===== config.mk =====
export PLATFORM = sky130hd
export DESIGN_NAME = pipe_hazard_ctrl
export DESIGN_NICKNAME = d
export VERILOG_FILES = /design/src/rtl/pipe_hazard_ctrl.sv
export SDC_FILE = /design/constraint.sdc
export NUM_CORES = 1
export LEC_CHECK = 0
export BUFFER_PORTS_ARGS = -buffer_cell sky130_fd_sc_hd__buf_2
export CAP_MARGIN = 20
export CORE_ASPECT_RATIO = 1.2
export CORE_UTILIZATION = 48
export CTS_CLUSTER_DIAMETER = 40
export CTS_CLUSTER_SIZE = 20
export DETAILED_ROUTE_END_ITERATION = 8
export PLACE_DENSITY = 0.87
export SYNTH_ARGS = -nofsm -noshare
export SYNTH_HDL_FRONTEND = slang
export SYNTH_SLANG_ARGS = --single-unit

===== constraint.sdc =====
create_clock -name clk -period 4.8 [get_ports clk]
set_clock_uncertainty 0.1 [all_clocks]
set_input_delay 0.24 -clock clk [delete_from_list [all_inputs] [get_ports clk]]
set_output_delay 0.24 -clock clk [all_outputs]
set_load 0.1 [all_outputs]

===== src/rtl/pipe_hazard_ctrl.sv =====
// Pipeline sequencing for the five-stage core: stall, squash, memory-wait freeze,
// HLT drain, and registered EX-stage forwarding selects.
module pipe_hazard_ctrl #(
  parameter int DRAIN_CYC = 3
) (
  input  logic       clk,
  input  logic       rst_n,
  input  logic [3:0] id_rs,
  input  logic [3:0] id_rt,
  input  logic       id_rs_used,
  input  logic       id_rt_used,
  input  logic       id_hlt,
  input  logic [3:0] ex_rd,
  input  logic       ex_reg_write,
  input  logic       ex_mem_read,
  input  logic [3:0] mem_rd,
  input  logic       mem_reg_write,
  input  logic       br_taken,
  input  logic       dm_busy,
  output logic       pc_we,
  output logic       if_id_we,
  output logic       id_ex_we,
  output logic       ex_mem_we,
  output logic       mem_wb_we,
  output logic       if_id_flush,
  output logic       id_ex_flush,
  output logic       ex_mem_flush,
  output logic [1:0] fwd_a,
  output logic [1:0] fwd_b,
  output logic       hlt
);

  localparam int CW = (DRAIN_CYC < 2) ? 1 : $clog2(DRAIN_CYC + 1);

  typedef enum logic [1:0] {IDLE, RUN, DRAIN, HALTED} state_t;

  state_t        state;
  logic [CW-1:0] cnt;
  logic          load_use;
  logic [1:0]    fwd_a_next;
  logic [1:0]    fwd_b_next;

  assign load_use = ex_mem_read && ex_reg_write && (ex_rd != 4'd0) &&
                    ((id_rs_used && (id_rs == ex_rd)) || (id_rt_used && (id_rt == ex_rd)));

  // EX_MEM result is younger than MEM_WB, so it wins when both match.
  function automatic logic [1:0] fwd_sel(input logic [3:0] src,
                                         input logic [3:0] erd, input logic erw,
                                         input logic [3:0] mrd, input logic mrw);
    if (erw && (erd != 4'd0) && (src == erd))
      return 2'd1;
    else if (mrw && (mrd != 4'd0) && (src == mrd))
      return 2'd2;
    else
      return 2'd0;
  endfunction

  assign fwd_a_next = fwd_sel(id_rs, ex_rd, ex_reg_write, mem_rd, mem_reg_write);
  assign fwd_b_next = fwd_sel(id_rt, ex_rd, ex_reg_write, mem_rd, mem_reg_write);

  always_comb begin
    pc_we        = 1'b0;
    if_id_we     = 1'b0;
    id_ex_we     = 1'b0;
    ex_mem_we    = 1'b0;
    mem_wb_we    = 1'b0;
    if_id_flush  = 1'b0;
    id_ex_flush  = 1'b0;
    ex_mem_flush = 1'b0;
    case (state)
      IDLE: begin
        if_id_flush  = 1'b1;
        id_ex_flush  = 1'b1;
        ex_mem_flush = 1'b1;
      end
      RUN, DRAIN: begin
        if (!dm_busy) begin
          id_ex_we  = 1'b1;
          ex_mem_we = 1'b1;
          mem_wb_we = 1'b1;
          if (br_taken) begin
            pc_we        = 1'b1;
            if_id_we     = 1'b1;
            if_id_flush  = 1'b1;
            id_ex_flush  = 1'b1;
            ex_mem_flush = 1'b1;
          end else if (state == DRAIN || load_use || id_hlt) begin
            id_ex_flush = 1'b1;
          end else begin
            pc_we    = 1'b1;
            if_id_we = 1'b1;
          end
        end
      end
      default: ;
    endcase
  end

  always_ff @(posedge clk or negedge rst_n) begin
    if (!rst_n) begin
      state <= IDLE;
      cnt   <= '0;
      fwd_a <= 2'd0;
      fwd_b <= 2'd0;
      hlt   <= 1'b0;
    end else begin
      // Bubble into ID_EX carries no operands; a frozen ID_EX keeps its selects.
      if (id_ex_flush) begin
        fwd_a <= 2'd0;
        fwd_b <= 2'd0;
      end else if (id_ex_we) begin
        fwd_a <= fwd_a_next;
        fwd_b <= fwd_b_next;
      end
      case (state)
        IDLE: state <= RUN;
        RUN: begin
          if (!dm_busy && !br_taken && !load_use && id_hlt) begin
            state <= DRAIN;
            cnt   <= CW'(DRAIN_CYC);
          end
        end
        DRAIN: begin
          if (!dm_busy) begin
            if (br_taken) begin
              state <= RUN;
              cnt   <= '0;
            end else if (cnt <= CW'(1)) begin
              state <= HALTED;
              cnt   <= '0;
              hlt   <= 1'b1;
            end else begin
              cnt <= cnt - CW'(1);
            end
          end
        end
        default: state <= HALTED;
      endcase
    end
  end

endmodule


==> metrics.txt, run 1 <==
io pins 39; fin cells approximately 140; slowest stage cell on the critical path buf_2; Remaining DRCs 0; row cnt 15; adder-cell share of the synthesized area 0.0623; cell count of the worst reg-to-reg path 7; DR WL/cell roughly 13 um; nets@finish between 150 and 200; Tcrit/Tclk final 0.538; CTS sink count 9; clk buf depth 2; relative slew slack 0.679; crit-path max cell delay roughly 440 ps; grt ovf 0; CP delay by family, top buffers and inverters; total chip power approximately 0.18 mW; library cells used by synthesis 33; CP required about 4500 ps; post-synthesis sequential area ratio 0.280; Crit path buffers/inverters 3; critical path arrival roughly 2200 ps; Final Setup Violations 0; Max-cap violations 0; mux cell area share after synthesis 0.0140; synthesized instance count approximately 90; RR Endpoint fwd_a[1]; R2R setup slack ~2900 ps; die span in y approximately 47 um; RSZ-0062 raised after global routing false; Post-Route WL 1.92 mm; fin crit period approximately 2600 ps; H-tree levels 1; Die Span X between 30 and 40 um; Post-CTS Setup Bufs 0; first-pass GRT wire length 2.83 mm; Vias/cell between 5 and 6; antenna-violating nets left 0; Hold Crit Class input pin to async pin; synthesis-to-finish area growth 26.6%; Max Fclk a little under 0.4 GHz; leak pwr between 0.5 and 0.6 nW; Worst-path clk slew roughly 60 ps; largest family of logic cells by synthesized area compound AO/OA/AOI/OAI gates; Max IR drop VDD about 170 uV; ordered list of cells on the worst path inv_1 -> ha_1 -> inv_2 -> nor2_1 -> a21oi_1 -> o22ai_1 -> buf_2; Slew @ Worst Pin ~490 ps; Root Buffer Master clkbuf_4; DRT iter0 DRCs 8; share of cells above drive strength 1 0.370; final hold vios 0; Antenna Cells 0; Final Core Density 0.678; largest cells by area after synthesis dfrtp_1, xnor2_1, ha_1, nor2_1, a22o_1; vias about 810; CTS tree built; filler cell count roughly 130; Max Slew Vio Count 0; Synth area leader dfrtp_1; Critical Path Source state[0]; worst flop-to-flop path startpoint state[0]; synthesized area approximately 800 um2; Critical Path Fanout Max 9; CP Capture Point id_ex_flush; largest net degree at the start of global routing 10; Critical Path Start Type flip-flop; number of global-route vias before repair approximately 700; Die ar. ~0.0018 mm2; Synth Area in Simple Gates 0.125; Power Density roughly 170 mW/mm2; Yosys warnings 0; Avg Inst Size Synth ~9 um2; Mapped Nets between 100 and 150; compound-gate portion of the synthesized area 0.269; Crit path depth 7; 1st-pass router iterations 5; area share of the largest cell type after synthesis 0.280; post-placement cell count ~140; core area 0.00150 mm2; PostCTS Resize Cnt 0; Initial Utilization 0.535; initial antenna violation count 0; Num CTS Buffers 3; gr usage total 0.231; status completed; flops & latches, synth 9; post-synthesis xor/xnor area fraction 0.174; routability cong. ~0.79; Worst Setup End Kind output pin; CP Class flip-flop to output pin; CTS Hold Bufs 1; setup TNS 0 ps; HPWL Detailed roughly 1.6 mm; Worst-Skew Late Latency approximately 270 ps; IO Port Bufs 38
state kept, by name (all words and copies together) (netlist names):
| name | flops |
|---|---|
| state | 2 |
| fwd_b | 2 |
| cnt | 2 |
| fwd_a | 2 |
| hlt | 1 |
layer usage:
layer / GRT usage / wire length, um / part of all wire
met3: 0.0427 / 78 / 0.041
met4: 0.0828 / 26 / 0.014
met2: 0.437 / 1010 / 0.52
met1: 0.251 / 813 / 0.42
met5: 0 / 0 / 0
per-stage QoR:
| stage | setup slack [ps] | hold slack [ps] | cell area (um2) |
|---|---|---|---|
| 3_5_place_dp | 2410 | 3.84 | 981 |
| 3_3_place_gp | 2470 | -2.50 | 981 |
| 6_report | 2220 | 254 | 1020 |
| 5_1_grt | 2050 | 281 | 1020 |
| 4_1_cts | 2230 | 257 | 1020 |
| 2_1_floorplan | 98.0 | -156 | 803 |
report_power, final:
group          internal, mW  switching (mW)
Combinational        0.0194          0.0211
Clock                0.0322          0.0284
Sequential           0.0760       0.0000824
Total                 0.128          0.0496
how the worst min path moves through the flow:
| stage | startpoint | endpoint | slack [ps] | cells past startpoint |
|---|---|---|---|---|
| floorplan | rst_n | cnt[0] | -160 | 0 |
| global placement | rst_n | hlt | -3 | 1 |
| detailed placement | rst_n | hlt | 4 | 1 |
| CTS | rst_n | cnt[1] | 260 | 2 |
| global route | rst_n | hlt | 280 | 2 |
| finish | rst_n | cnt[1] | 250 | 2 |
placed cells by master (no fill, tap or decap), types with 2 or more instances in the layout:
cell type  instances
clkbuf_4           3
xnor2_1           14
buf_2             38
dfrtp_1            9
nand2_1            3
nor3_1             2
o22ai_1            2
ha_1               4
a22o_1             4
o21a_1             3
nand3_1            2
xor2_1             2
nand4_1            3
inv_1              6
a21oi_1            3
nor2_1            10
cells in the mapped netlist (all sizes together):
| cell type | n |
|---|---|
| xnor2 | 14 |
| nor2 | 10 |
| dfrtp | 9 |
| inv | 7 |
| a22o | 4 |
| buf | 4 |
| ha | 4 |
| a21oi | 3 |
| nand2 | 3 |
| nand4 | 3 |
| o21a | 3 |
| a32o | 2 |
| nand3 | 2 |
| nor3 | 2 |
| o21ai | 2 |
| o22ai | 2 |
| o31ai | 2 |
| xor2 | 2 |
| a211oi | 1 |
| a22oi | 1 |
| a31o | 1 |
| and2 | 1 |
| clkbuf | 1 |
| mux2 | 1 |
| nor4 | 1 |
| o211ai | 1 |
| o311ai | 1 |
| o41a | 1 |
| o41ai | 1 |
final cells by class:
type | count | area, um2 | share of cell area
multi-input cells | 68 | 518 | 0.509
flip-flops and latches | 9 | 225 | 0.221
repair buffers | 39 | 200 | 0.197
clock buffers | 4 | 26.3 | 0.0258
inverters | 7 | 26.3 | 0.0258
well taps | 17 | 21.3 | 0.0209
cells by family (layout without fill, tap and decap cells):
group / after synthesis / after routing
buffers and inverters: 12 / 50
multiplexers: 1 / 1
AND/OR/NAND/NOR: 22 / 22
flip-flops: 9 / 9
adder cells (fa/ha/maj): 4 / 4
AO/OA/AOI/OAI: 25 / 25
XOR/XNOR: 16 / 16
Power figures use the tool's default switching activity.
==> run 2: changes to the inputs <==
--- a/config.mk
+++ b/config.mk
@@ -8,11 +8,11 @@
 export BUFFER_PORTS_ARGS = -buffer_cell sky130_fd_sc_hd__buf_2
 export CAP_MARGIN = 20
 export CORE_ASPECT_RATIO = 1.2
-export CORE_UTILIZATION = 48
+export CORE_UTILIZATION = 45
 export CTS_CLUSTER_DIAMETER = 40
 export CTS_CLUSTER_SIZE = 20
 export DETAILED_ROUTE_END_ITERATION = 8
-export PLACE_DENSITY = 0.87
+export PLACE_DENSITY = 0.82
 export SYNTH_ARGS = -nofsm -noshare
 export SYNTH_HDL_FRONTEND = slang
 export SYNTH_SLANG_ARGS = --single-unit
==> constraint.sdc (replaced) <==
create_clock -name clk -period 2.54 [get_ports clk]
set_clock_uncertainty 0.1 [all_clocks]
set_input_delay 0.127 -clock clk [delete_from_list [all_inputs] [get_ports clk]]
set_output_delay 0.127 -clock clk [all_outputs]
set_load 0.1 [all_outputs]
==> metrics.txt, run 2 (same netlist as run 1, synthesis figures left out) <==
Max Fclk between 0.4 and 0.5 GHz; filler cell count 149 (was 127); Critical Path Start Type flip-flop (unchanged); Root Buffer Master clkbuf_4 (unchanged); share of cells above drive strength 1 0.402 (was 0.370); CP required 2310 ps (was 4460 ps); Post-Route WL 1.99 mm (was 1.92 mm); setup TNS 0 ps (unchanged); R2R setup slack 730 ps (was 2850 ps); row cnt 16 (was 15); synthesis-to-finish area growth 29.6% (was 26.6%); Num CTS Buffers 3 (unchanged); final hold vios 0 (unchanged); Worst Setup End Kind output pin (unchanged); HPWL Detailed 1.68 mm (was 1.59 mm); Worst-path clk slew 60 ps (about the same); Hold Crit Class input pin to async pin (unchanged); Worst Hold Slack 155 ps (was 254 ps); Die Span X 40.6 um (was 39.3 um); CTS tree built (unchanged); Die ar. 0.00196 mm2 (was 0.00184 mm2); die span in y 48.3 um (was 46.8 um); worst flop-to-flop path startpoint state[0] (unchanged); routability cong. 0.754 (was 0.786); post-placement cell count 140 (was 139); Net Sw Power 0.0861 mW (was 0.0496 mW); Power Density 314 mW/mm2 (was 174 mW/mm2); Tcrit/Tclk final 0.890; Max IR drop VDD 217 uV (was 170 uV); DRT iter0 DRCs 13 (was 8); total chip power 0.327 mW (was 0.177 mW); Max Slew Vio Count 0 (unchanged); fin crit period 2260 ps; clk buf depth 2 (unchanged); Max-cap violations 0 (unchanged); DR WL/cell 13.7 um (was 13.4 um); most frequent cells in the layout buf_2, xnor2_1, dfrtp_1 (was buf_2, xnor2_1, nor2_1); status completed (unchanged); sequential power share 0.440 (was 0.429); CP Class flip-flop to output pin (unchanged); placed instance area 0.00100 mm2 (was 981 um2); cell internal pwr 0.241 mW (was 0.128 mW); first-pass GRT wire length 2.89 mm (was 2.83 mm); Antenna Cells 0 (unchanged); H-tree levels 1 (unchanged); Slew @ Worst Pin 487 ps (was 485 ps); leak pwr 0.506 nW (was 0.502 nW); Logic pwr share 0.235 (was 0.229); Remaining DRCs 0 (unchanged); leading cell type in the layout, fill and taps excluded buf_2 (unchanged); relative slew slack 0.678 (was 0.679); initial antenna violation count 0 (unchanged); Final Setup Violations 0 (unchanged); 1st-pass router iterations 5 (unchanged); IO Port Bufs 38 (unchanged); Clock power frac 0.324 (was 0.342); nets@finish 158 (unchanged); cell count of the worst reg-to-reg path 7 (unchanged); CTS sink count 9 (unchanged); Worst-Skew Late Latency 250 ps (was 270 ps); RR Endpoint cnt[0] (was fwd_a[1]); largest net degree at the start of global routing 10 (unchanged); grt ovf 0 (unchanged); core area 0.00166 mm2 (was 0.00150 mm2); fin cells 145 (was 144); Sw Share 0.263 (was 0.280); gr usage total 0.221 (was 0.231); Vias/cell 5.73 (was 5.65); Critical Path Fanout Max 9 (unchanged); io pins 39 (unchanged); vias 831 (was 814); Initial Utilization 0.483 (was 0.535); RSZ-0062 raised after global routing false (unchanged); critical path arrival 2030 ps (was 2240 ps); number of global-route vias before repair 788 (was 696); antenna-violating nets left 0 (unchanged); Final Cell Area 0.00104 mm2 (was 0.00102 mm2)
==> run 2: worst max-delay path, stage by stage (launching register included) <==
cell	delay (ps)
dfrtp_1	380
inv_1	90
ha_1	300
inv_2	80
nor2_4	180
a21oi_1	170
o22ai_2	150
buf_2	440
==> run 2: worst max-delay path by stage <==
stage | start | endpoint | slack, ps | depth (start not counted)
2_1_floorplan | state[1] | id_ex_flush | -170 | 6
3_3_place_gp | ex_rd[0] | pc_we | 380 | 7
3_5_place_dp | ex_rd[0] | pc_we | 300 | 7
4_1_cts | state[0] | id_ex_flush | 260 | 7
5_1_grt | state[0] | id_ex_flush | 150 | 7
6_report | state[0] | id_ex_flush | 280 | 7
==> run 2: metal layers <==
metal	vias to the layer above	share of wire	global-route usage	routed length, um
li1	395	-	-	-
met1	390	0.37	0.196	742
met2	44	0.56	0.457	1110
met3	2	0.060	0.0274	119
met4	0	0.0070	0.113	14
met5	-	0	0	0
==> run 2: what timing repair did <==
item	4_1_cts	5_1_grt
hold buffers	1	0
endpoints found under the hold margin	9	0
buffers inserted	0	0
gates resized for setup	0	0
==> run 2: per-stage QoR <==
stage / setup WS [ps] / utilization
after global routing: 145 / 0.627
after CTS: 255 / 0.627
after global placement: 377 / 0.605
after floorplan: -171 / -
final: 280 / 0.627
after detailed placement: 303 / 0.605
==> run 2: power groups by stage <==
stage	logic, mW	registers (mW)	clock network, mW
finish	0.0769	0.144	0.106
CTS	0.0773	0.144	0.111
global placement	0.0725	0.146	0
floorplan	0.0333	0.149	0
global route	0.0838	0.144	0.118
detailed placement	0.0759	0.146	0
==> run 2: layout make-up <==
type / count / area, um2 / share of cell area
Tap cell: 18 / 22.5 / 0.0216
Sequential cell: 9 / 225 / 0.216
Timing Repair Buffer: 39 / 200 / 0.192
Multi-Input combinational cell: 68 / 541 / 0.519
Clock buffer: 4 / 26.3 / 0.0252
Inverter: 7 / 26.3 / 0.0252
==> run 3: changes to the inputs <==
--- a/config.mk
+++ b/config.mk
@@ -8,11 +8,11 @@
 export BUFFER_PORTS_ARGS = -buffer_cell sky130_fd_sc_hd__buf_2
 export CAP_MARGIN = 20
 export CORE_ASPECT_RATIO = 1.2
-export CORE_UTILIZATION = 45
+export CORE_UTILIZATION = 40
 export CTS_CLUSTER_DIAMETER = 40
 export CTS_CLUSTER_SIZE = 20
 export DETAILED_ROUTE_END_ITERATION = 8
-export PLACE_DENSITY = 0.82
+export PLACE_DENSITY = 0.78
 export SYNTH_ARGS = -nofsm -noshare
 export SYNTH_HDL_FRONTEND = slang
 export SYNTH_SLANG_ARGS = --single-unit
==> constraint.sdc (replaced) <==
create_clock -name clk -period 2 [get_ports clk]
set_clock_uncertainty 0.1 [all_clocks]
set_input_delay 0.1 -clock clk [delete_from_list [all_inputs] [get_ports clk]]
set_output_delay 0.1 -clock clk [all_outputs]
set_load 0.1 [all_outputs]
==> metrics.txt, run 3 (same netlist as run 1, synthesis figures left out) <==
final hold vios 0 (unchanged); share of cells above drive strength 1 0.458 (was 0.402); Crit path buffers/inverters 3 (unchanged); critical path arrival 1690 ps (was 2030 ps); routability cong. 0.778 (was 0.754); 1st-pass router iterations 3 (was 5); HPWL Detailed 1.66 mm (was 1.68 mm); largest net degree at the start of global routing 10 (unchanged); Max-cap violations 0 (unchanged); Hold Crit Class input pin to async pin (unchanged); Worst Setup End Kind output pin (unchanged); Antenna Cells 0 (unchanged); Critical Path Start Type flip-flop (unchanged); Post-CTS Setup Bufs 0 (unchanged); number of global-route vias before repair 761 (was 788); vias 810 (was 831); IO Port Bufs 38 (unchanged); DRT iter0 DRCs 7 (was 13); Final Setup Violations 0 (unchanged); Final Cell Area 0.00124 mm2 (was 0.00104 mm2); slowest stage cell on the critical path dfrtp_1 (was buf_2); first-pass GRT wire length 3.10 mm (was 2.89 mm); leak pwr 0.545 nW (was 0.506 nW); initial antenna violation count 0 (unchanged); Slew @ Worst Pin 489 ps (was 487 ps); Post-Route WL 1.91 mm (was 1.99 mm); Tcrit/Tclk final 0.943; fin crit period about 1900 ps; grt ovf 0 (unchanged); Max IR drop VDD 460 uV (was 217 uV); row cnt 17 (was 16); Max Fclk roughly 0.53 GHz; Worst-path clk slew 60 ps (about the same); Die ar. 0.00219 mm2 (was 0.00196 mm2); CTS tree built (unchanged); CP Class flip-flop to output pin (unchanged); final setup margin 113 ps (was 280 ps); Critical Path Fanout Max 5 (was 9); DR WL/cell 12.7 um (was 13.7 um); Die Span X 42.9 um (was 40.6 um); pre-CTS WS 83.9 ps (was 303 ps); Worst-Skew Late Latency 250 ps (about the same); io pins 39 (unchanged); Critical Path Source state[1] (was state[0]); R2R setup slack 180 ps (was 730 ps); Vias/cell 5.40 (was 5.73); die span in y 51.1 um (was 48.3 um); gr usage total 0.182 (was 0.221); status completed (unchanged); CTS sink count 9 (unchanged); nets@finish 162 (was 158); clk buf depth 2 (unchanged); Root Buffer Master clkbuf_4 (unchanged); CP required 1800 ps (was 2310 ps); Num CTS Buffers 3 (unchanged); Remaining DRCs 0 (unchanged); leading cell type in the layout, fill and taps excluded buf_2 (unchanged); ordered list of cells on the worst path inv_2 -> ha_4 -> inv_4 -> nor2_4 -> a21oi_4 -> o22ai_4 -> buf_6 (was inv_1 -> ha_1 -> inv_2 -> nor2_4 -> a21oi_1 -> o22ai_2 -> buf_2); Power Density 339 mW/mm2 (was 314 mW/mm2); H-tree levels 1 (unchanged); most frequent cells in the layout buf_2, xnor2_1, dfrtp_1 (unchanged); placed instance area 0.00118 mm2 (was 0.00100 mm2); Initial Utilization 0.429 (was 0.483); antenna-violating nets left 0 (unchanged); synthesis-to-finish area growth 54.1% (was 29.6%); CP delay by family, top flip-flops (was buffers and inverters); crit-path max cell delay 400 ps (was 440 ps); relative slew slack 0.676 (was 0.678); worst flop-to-flop path startpoint state[1] (was state[0]); core area 0.00187 mm2 (was 0.00166 mm2); Max Slew Vio Count 0 (unchanged)
## run 3: where the power goes
group	switching (mW)	internal [mW]	leakage (nW)	total, mW
combinational	0.0536	0.0506	0.425	0.104
sequential	0.000208	0.182	0.105	0.183
clock	0.0567	0.0764	0.0150	0.133
## run 3: worst register-to-register path: stages (launching register included)
cell,delay (ps)
dfrtp_1,400
inv_2,80
ha_4,270
inv_4,50
nor2_4,140
buf_4,210
nand3_1,100
o21ai_2,220
a32o_1,190
## run 3: stage by stage
step	TNS (ps)	cells	power (mW)	util	hold slack, ps
floorplan	-1280	89	0.232	-	-296
global placement	0	145	0.282	0.631	-150
detailed placement	0	145	0.286	0.631	-143
CTS	0	150	0.421	0.652	117
global route	-6.23	150	0.448	0.661	132
finish	0	150	0.420	0.661	122
## run 3: timing repair
item / in CTS / in global routing
setup endpoints to repair: 1 / 3
endpoints found under the hold margin: 9 / 0
resized for setup: 1 / 3
hold buffers: 1 / 0
## run 3: worst paths after layout
kind | cells after the start | endpoint
min | 2 | fwd_a[0]
max reg2reg | 8 | fwd_a[1]
max | 7 | id_ex_flush
min reg2reg | 1 | hlt
max in group asynchronous | 2 | fwd_a[1]
min in group clk | 3 | fwd_a[1]
## run 3: routing by layer
layer  part of all wire  vias up  track usage  wire length [um]
met5                  0        -            0                 0
met4                  0        0            0                 0
met3              0.053        0       0.0424               102
met2               0.56       33        0.371              1080
met1               0.38      375        0.194               728
li1                   -      402            -                 -
## run 3: cell type report
cell class	count	area (um2)
well taps	19	23.8
clock buffers	4	26.3
inverters	7	28.8
multi-input cells	68	592
fillers	147	634
flip-flops and latches	9	225
repair buffers	43	342
